<file path="config.mk">
export PLATFORM = sky130hd
export DESIGN_NAME = evolved_circuit_tester
export DESIGN_NICKNAME = d
export VERILOG_FILES = /design/src/rtl/evolved_circuit_tester.sv
export SDC_FILE = /design/constraint.sdc
export NUM_CORES = 1
export LEC_CHECK = 0
export CELL_PAD_IN_SITES_DETAIL_PLACEMENT = 1
export CELL_PAD_IN_SITES_GLOBAL_PLACEMENT = 1
export CORE_ASPECT_RATIO = 0.5
export CORE_MARGIN = 5
export CORE_UTILIZATION = 44
export DETAILED_ROUTE_END_ITERATION = 16
export GPL_TIMING_DRIVEN = 0
export PLACE_DENSITY = 0.82
export SETUP_SLACK_MARGIN = 0.15
export SYNTH_ARGS = -nofsm -noshare
export SYNTH_HDL_FRONTEND = slang
export SYNTH_SLANG_ARGS = --single-unit
</file>
<file path="constraint.sdc">
create_clock -name i_clk -period 3.1 [get_ports i_clk]
set_input_delay 0.465 -clock i_clk [delete_from_list [all_inputs] [get_ports i_clk]]
set_output_delay 0.465 -clock i_clk [all_outputs]
set_load 0.02 [all_outputs]
</file>
<file path="src/rtl/evolved_circuit_tester.sv">
// Clocked harness that sweeps every input vector of an asynchronous candidate circuit,
// scores it against a captured truth table and counts mismatched / oscillating vectors.
// Optional macro TESTER_GRAY_ORDER_EN applies the vectors in Gray order instead of binary order.
module evolved_circuit_tester #(
   parameter int IN_WIDTH      = 2,
   parameter int SETTLE_CYCLES = 4,
   parameter int SAMPLES       = 4,
   parameter int PASSES        = 2,
   parameter int CNT_WIDTH     = 16
) (
   input  logic                   i_clk,
   input  logic                   i_reset,
   input  logic                   i_start,
   input  logic [2**IN_WIDTH-1:0] i_expected,
   output logic [IN_WIDTH-1:0]    o_dut_in,
   input  logic                   i_dut_out,
   output logic                   o_busy,
   output logic                   o_done,
   output logic [CNT_WIDTH-1:0]   o_err_count,
   output logic [CNT_WIDTH-1:0]   o_unstable_count
);

   // state    | meaning
   // S_IDLE   | waiting for the first start after reset
   // S_SETTLE | vector applied, waiting for the circuit and synchroniser to settle
   // S_SAMPLE | sampling the synchronised output, watching for oscillation
   // S_NEXT   | scoring the vector, advancing index/pass
   // S_DONE   | results held until the next accepted start

   localparam int NVEC = 2**IN_WIDTH;
   localparam int TMAX = (SETTLE_CYCLES > SAMPLES) ? SETTLE_CYCLES : SAMPLES;
   localparam int TW   = $clog2(TMAX + 1);
   localparam int PW   = $clog2(PASSES + 1);

   localparam logic [TW-1:0]        TIMER_SETTLE = TW'(SETTLE_CYCLES - 1);
   localparam logic [TW-1:0]        TIMER_SAMPLE = TW'(SAMPLES - 1);
   localparam logic [CNT_WIDTH-1:0] CNT_MAX      = '1;

   typedef enum logic [2:0] {
      S_IDLE,
      S_SETTLE,
      S_SAMPLE,
      S_NEXT,
      S_DONE
   } state_t;

   state_t r_state;
   state_t w_next_state;

   logic                 r_sync1;
   logic                 r_sync2;
   logic [NVEC-1:0]      r_expected;
   logic [IN_WIDTH-1:0]  r_index;
   logic [PW-1:0]        r_pass;
   logic [TW-1:0]        r_timer;
   logic                 r_first;
   logic                 r_unstable;
   logic [IN_WIDTH-1:0]  r_dut_in;
   logic [CNT_WIDTH-1:0] r_err;
   logic [CNT_WIDTH-1:0] r_uns;

   logic                 w_accept;
   logic                 w_timer_zero;
   logic                 w_last_index;
   logic [PW-1:0]        w_pass_next;
   logic                 w_run_end;
   logic                 w_mismatch;
   logic [IN_WIDTH-1:0]  w_index_next;

   function automatic logic [IN_WIDTH-1:0] f_apply(input logic [IN_WIDTH-1:0] idx);
`ifdef TESTER_GRAY_ORDER_EN
      return idx ^ (idx >> 1);
`else
      return idx;
`endif
   endfunction

   assign w_accept     = i_start && ((r_state == S_IDLE) || (r_state == S_DONE));
   assign w_timer_zero = (r_timer == '0);
   assign w_last_index = &r_index;
   assign w_index_next = r_index + 1'b1;
   assign w_pass_next  = w_last_index ? (r_pass + 1'b1) : r_pass;
   assign w_run_end    = (w_pass_next == PW'(PASSES));
   // r_dut_in already holds the applied (possibly Gray-coded) vector
   assign w_mismatch   = (r_first != r_expected[r_dut_in]);

   always_ff @(posedge i_clk or posedge i_reset) begin
      if (i_reset) begin
         r_state <= S_IDLE;
      end else begin
         r_state <= w_next_state;
      end
   end

   always_comb begin
      w_next_state = r_state;
      case (r_state)
         S_IDLE, S_DONE: if (w_accept) w_next_state = S_SETTLE;
         S_SETTLE:       if (w_timer_zero) w_next_state = S_SAMPLE;
         S_SAMPLE:       if (w_timer_zero) w_next_state = S_NEXT;
         S_NEXT:         w_next_state = w_run_end ? S_DONE : S_SETTLE;
         default:        w_next_state = S_IDLE;
      endcase
   end

   always_ff @(posedge i_clk or posedge i_reset) begin
      if (i_reset) begin
         r_sync1 <= 1'b0;
         r_sync2 <= 1'b0;
      end else begin
         r_sync1 <= i_dut_out;
         r_sync2 <= r_sync1;
      end
   end

   always_ff @(posedge i_clk or posedge i_reset) begin
      if (i_reset) begin
         r_expected <= '0;
         r_index    <= '0;
         r_pass     <= '0;
         r_timer    <= '0;
         r_first    <= 1'b0;
         r_unstable <= 1'b0;
         r_dut_in   <= '0;
         r_err      <= '0;
         r_uns      <= '0;
      end else if (w_accept) begin
         r_expected <= i_expected;
         r_index    <= '0;
         r_pass     <= '0;
         r_timer    <= TIMER_SETTLE;
         r_dut_in   <= f_apply('0);
         r_err      <= '0;
         r_uns      <= '0;
      end else begin
         case (r_state)
            S_SETTLE: r_timer <= w_timer_zero ? TIMER_SAMPLE : (r_timer - 1'b1);
            S_SAMPLE: begin
               if (r_timer == TIMER_SAMPLE) begin
                  r_first    <= r_sync2;
                  r_unstable <= 1'b0;
               end else if (r_sync2 != r_first) begin
                  r_unstable <= 1'b1;
               end
               if (!w_timer_zero) r_timer <= r_timer - 1'b1;
            end
            S_NEXT: begin
               if (r_unstable) begin
                  if (r_uns != CNT_MAX) r_uns <= r_uns + 1'b1;
                  if (r_err != CNT_MAX) r_err <= r_err + 1'b1;
               end else if (w_mismatch) begin
                  if (r_err != CNT_MAX) r_err <= r_err + 1'b1;
               end
               r_index <= w_index_next;
               r_pass  <= w_pass_next;
               if (!w_run_end) begin
                  r_dut_in <= f_apply(w_index_next);
                  r_timer  <= TIMER_SETTLE;
               end
            end
            default: ;
         endcase
      end
   end

   assign o_dut_in         = r_dut_in;
   assign o_busy           = (r_state == S_SETTLE) || (r_state == S_SAMPLE) || (r_state == S_NEXT);
   assign o_done           = (r_state == S_DONE);
   assign o_err_count      = r_err;
   assign o_unstable_count = r_uns;

endmodule
</file>
## Word-level counts from Yosys, hierarchy flattened

Cells that the tools add are included.

- Flip-flop bits (word level): 52
- Input bits: 8
- Output and inout port bits: 36
- Logic and storage cells: 87

- Add/subtract/negate cells: 5
- Magnitude comparators: 1
- Equality and inequality tests: 16
- Mux-type cells: 31
- Bitwise operators: 1
- Reductions and logical operators: 21

Operators with widths:

| cell | number |
|---|---|
| 16-bit 2-to-1 mux | 9 |
| 16-bit by 1-bit adder with 16-bit output (second input constant) | 2 |
| 16-bit != test (second input constant) | 2 |
| 3-bit 2-to-1 mux | 8 |
| 2-bit 2-to-1 mux | 8 |
| 3-bit AND reduction | 5 |
| 3-bit one-hot mux with 4 select lines | 1 |
| 3-bit by 2-bit equality test with 1-bit output (second input constant) | 3 |
| 3-bit one-hot mux with 3 select lines | 1 |
| 2-bit != test (second input constant) | 4 |
| 2-bit nonzero test | 4 |
| 3-bit logical NOT | 2 |
| 3-bit != test (second input constant) | 2 |
| 2-bit AND reduction | 3 |
| 2-bit by 1-bit adder with 2-bit output (second input constant) | 2 |
| 4-bit nonzero test | 1 |
| 3-bit by 1-bit equality test with 1-bit output (second input constant) | 1 |
| 3-bit equality test (second input constant) | 1 |
| 1-bit logical OR | 3 |
| 2-bit by 3-bit < comparator with 1-bit output (second input constant) | 1 |
| 1-bit 2-to-1 mux | 3 |
| 3-bit nonzero test | 1 |
| 3-bit by 1-bit subtractor with 3-bit output (second input constant) | 1 |
| 1-bit binary-select mux with 2-bit select | 1 |
| 5 further kinds | 6 |

## Depth between registers and ports, before layout

- Depth after elaboration: 7
- Mapped depth: 7
- Gate-level depth less buffers: 7

## Worst setup path before layout

No wires, ideal clock.

- Path type: register to register
- Start: reg r_dut_in[1], in the netlist o_dut_in[1]
- End: reg r_err[5], in the netlist o_err_count[5]
- Library setup time: 0.136 ns
- Data arrival time: 1.967 ns
- Data required time: 2.964 ns
- Setup slack: 0.998 ns
- Cell stages (with the launch flop): 6
- Buffers on the path: 0
- Clock period less this slack: 2.102 ns
- Path through: dfrtp_1 mux4_2 xor2_2 o21ai_2 or4_1 mux2i_1

- Cells in the longest elaborated chain, start to end: 5

Ends and longest elaborated chain:

| item | RTL line | source |
|---|---|---|
| start: declaration | 58 | `logic [IN_WIDTH-1:0] r_dut_in;` |
| start signal: assignment | 132 | `r_dut_in <= f_apply('0);` |
| start signal: assignment | 157 | `r_dut_in <= f_apply(w_index_next);` |
| 1-bit binary-select mux with 2-bit select | 85 | `assign w_mismatch = (r_first != r_expected[r_dut_in]);` |
| 1-bit 2-to-1 mux (implied by the code) | 85 |  |
| 1-bit != test | 85 |  |
| 3-bit nonzero test (no source line) | n/a |  |
| 2-bit AND reduction (no source line) | n/a |  |
| end signal: assignment | 150 | `if (r_err != CNT_MAX) r_err <= r_err + 1'b1;` |
| end signal: assignment | 152 | `if (r_err != CNT_MAX) r_err <= r_err + 1'b1;` |
| end: declaration | 59 | `logic [CNT_WIDTH-1:0] r_err;` |

Every way passes these cells. The select of a mux whose other input is x is not followed.
A chain may end at the register's enable or synchronous reset.

## Worst setup path after layout

- Start: reg r_state[0]
- End: out o_done

- Cells in the longest elaborated chain, start to end: 1

Ends and longest elaborated chain:

| item | RTL line | source |
|---|---|---|
| start: declaration | 47 | `state_t r_state;` |
| start signal: assignment | 91 | `r_state <= w_next_state;` |
| 3-bit equality test | 168 | `assign o_done = (r_state == S_DONE);` |
| end: declaration | 18 | `output logic o_done,` |

Every way passes these cells.

==> out/metrics.cfg <==
[route]
wl_mm=7.71
postRouteAntennaNets=0
initialDrtViolationCount=112
first_pass_iters=4
wl_per_cell_um=17.8
drc=0
vias=2425
viasPerCell=5.60

[timing]
maxSlewHeadroom_pct=57.6
fin_crit_ps=2370
hold_viol_final=0
finClkSkew_ps=4.08
post-route-period-util_pct=76.5
worst_slack_ps=727
setup_tns_ps=0
fmax_ghz=0.421
rsz0062_at_grt=no
worst_pin_slew_ps=631
slew_viol_final=0
setup_viol=0

[synthesis]
synth.top_cell.area_share_pct=46.9
synth_nets=307
synth-main-ff-cell=dfrtp_1
synth-seq-area-share_pct=46.9
netlist_top_cells_area=dfrtp_1 47%, nand2_1 5.8%, mux2i_1 4.7%
synth_edf_count=0
synth_top_area_cell=dfrtp_1
ys_ff_latch=52
async_reset_ff_share_pct=100
synth_cell_types=50
syn_avg_cell_area_um2=9.48
synth_common_cells=52 x dfrtp_1, 43 x nand2_1, 23 x nor2_1
yosys.cell_count.top_type=dfrtp_1
synth_cells=293
yosys_warnings=0
syn-cell-area_mm2=0.00278

[global_routing]
grt_pass1_wl_mm=13.5
grt_pass1_vias=2678
grtUsageTotal_pct=21.6
grt_max_degree=30
antenna_found_initial=0
grt_overflow_total=0

[pwr]
p_leak_nw=1.49
p_total_mw=2.34
peakVddDrop_mv=0.320
power.density_mw_per_mm2=671

[floorplanning]
die-area_mm2=0.00810
placeableCoreArea_mm2=0.00611
die_w_um=122
die_y_um=66.2
num_rows=20
io_pins=44
start_util_pct=45.5

[placement]
place_hpwl_mm=5.44
gp_congestion=0.811
portBuffers=43
pre_cts_ws_ps=552

[finish]
fill_cells=727
nets=358
syn2layout_area_growth_pct=25.6
multi_input_area_mm2=0.00137
antenna_cells=0
utilization_pct=57.1
regArea_mm2=0.00130
final_layout_size_suffix_gt1_share_pct=7.25

[cts]
cts-buffers-inserted=5
clockRootBuffer=clkbuf_16
insertion_delay_ps=300
cts_tree=done
post_cts_buffers=0
post_cts_resized=0
htree_levels=2
clk_path_buf_depth=2
clkTransAtPathRegs_ps=70
cts.hold.buffers_added=0
cts.sinks=52

[worst_setup_path]
cp-startpoint=r_state[0]$_DFFE_PP0P_
cp_max_fo=10
cp_data_required_time_ps=2630
start_kind=flop
end_kind=primary output
reg2reg_from=o_dut_in[1]$_DFFE_PP0P_
crit_type=flop to primary output
critPathArrivalTime_ps=1910

[outcome]
status=complete, no violations

[hold_path]
min_path_type=flop to flop
min_from=r_sync1$_DFF_PP0_

[run]
drv_cap=0

## layer usage
| metal | track usage (%) | vias to the layer above | wire length, um |
|---|---|---|---|
| li1 | - | 1150 | - |
| met1 | 26.1 | 1229 | 3410 |
| met2 | 39.6 | 38 | 4000 |
| met3 | 4.10 | 8 | 201 |
| met4 | 6.28 | 0 | 97 |
| met5 | 0 | - | 0 |
## through the flow
stage / hold slack, ps / area [um^2] / cells
floorplan: 331 / 2780 / 293
global placement: 348 / 3320 / 424
detailed placement: 364 / 3340 / 425
CTS: 359 / 3490 / 433
global route: 367 / 3490 / 433
finish: 356 / 3490 / 433
## path summary, 6_finish.rpt
path / endpoint / slack, ps / depth (start not counted)
max reg2reg: o_err_count[5]$_DFFE_PP0P_ / 970 / 5
min: r_sync2$_DFF_PP0_ / 360 / 0
min reg2reg: r_sync2$_DFF_PP0_ / 360 / 0
max: o_done / 730 / 5
min in group asynchronous: o_err_count[10]$_DFFE_PP0P_ / 530 / 2
max in group asynchronous: o_err_count[4]$_DFFE_PP0P_ / 2030 / 3
## where the power goes
part / internal (mW) / switching (mW) / total (mW)
combinational: 0.320 / 0.497 / 0.817
sequential: 0.803 / 0.141 / 0.944
clock: 0.319 / 0.258 / 0.577
total: 1.44 / 0.897 / 2.34
## worst max-delay path, stage by stage (launching register included)
cell	delay, ps
dfrtp_1	410
clkbuf_1	220
nor2_1	210
nand2_1	100
inv_1	70
clkdlybuf4s50_1	590
## layout make-up
| class | instances | share of cell area, % |
|---|---|---|
| plain buffers | 12 | 1.51 |
| inverters | 14 | 1.51 |
| clock inverters | 2 | 0.287 |
| multi-input cells | 215 | 39.3 |
| flip-flops and latches | 52 | 37.3 |
| clock buffers | 6 | 3.98 |
| repair buffers | 44 | 12.9 |
| well taps | 88 | 3.16 |
## state kept, by name, summed over array words and instances, names as in the netlist
register          flops
r_timer               3
r_pass                2
r_expected            4
o_dut_in              2
o_unstable_count     16
o_err_count          16
r_first               1
r_index               2
r_state               3
r_sync2               1
r_sync1               1
r_unstable            1
## cell families (layout without fill, tap and decap cells)
family,count (synthesis),count (layout),share of synthesized area (%)
AO/OA/AOI/OAI,46,46,11.9
AND/OR/NAND/NOR,137,137,25.1
multiplexers,15,15,5.90
flip-flops,52,52,46.9
XOR/XNOR,11,11,3.74
buffers and inverters,26,78,3.79
adder cells (fa/ha/maj),6,6,2.70
## placed cells by master, fill, tap and decap left out, types with 2 or more instances in the layout
master	instances
o21ai_0	9
or4_1	4
nor3_1	9
o21a_1	3
nand2_1	43
a21oi_1	8
clkbuf_16	5
nand4_1	10
a21boi_0	2
clkdlybuf4s50_1	43
nand3b_1	3
nor2_1	23
xor2_1	2
mux2i_1	13
nor4_1	3
nand3_1	16
inv_1	13
xnor2_1	8
ha_1	6
o31ai_1	6
clkbuf_1	8
and4_1	3
clkinv_2	2
dfrtp_1	52
a31oi_1	2
or3_1	2
and3_1	8
o41ai_1	2
buf_2	3
o211ai_1	4
nand2b_1	5
Power figures use the tool's default switching activity.
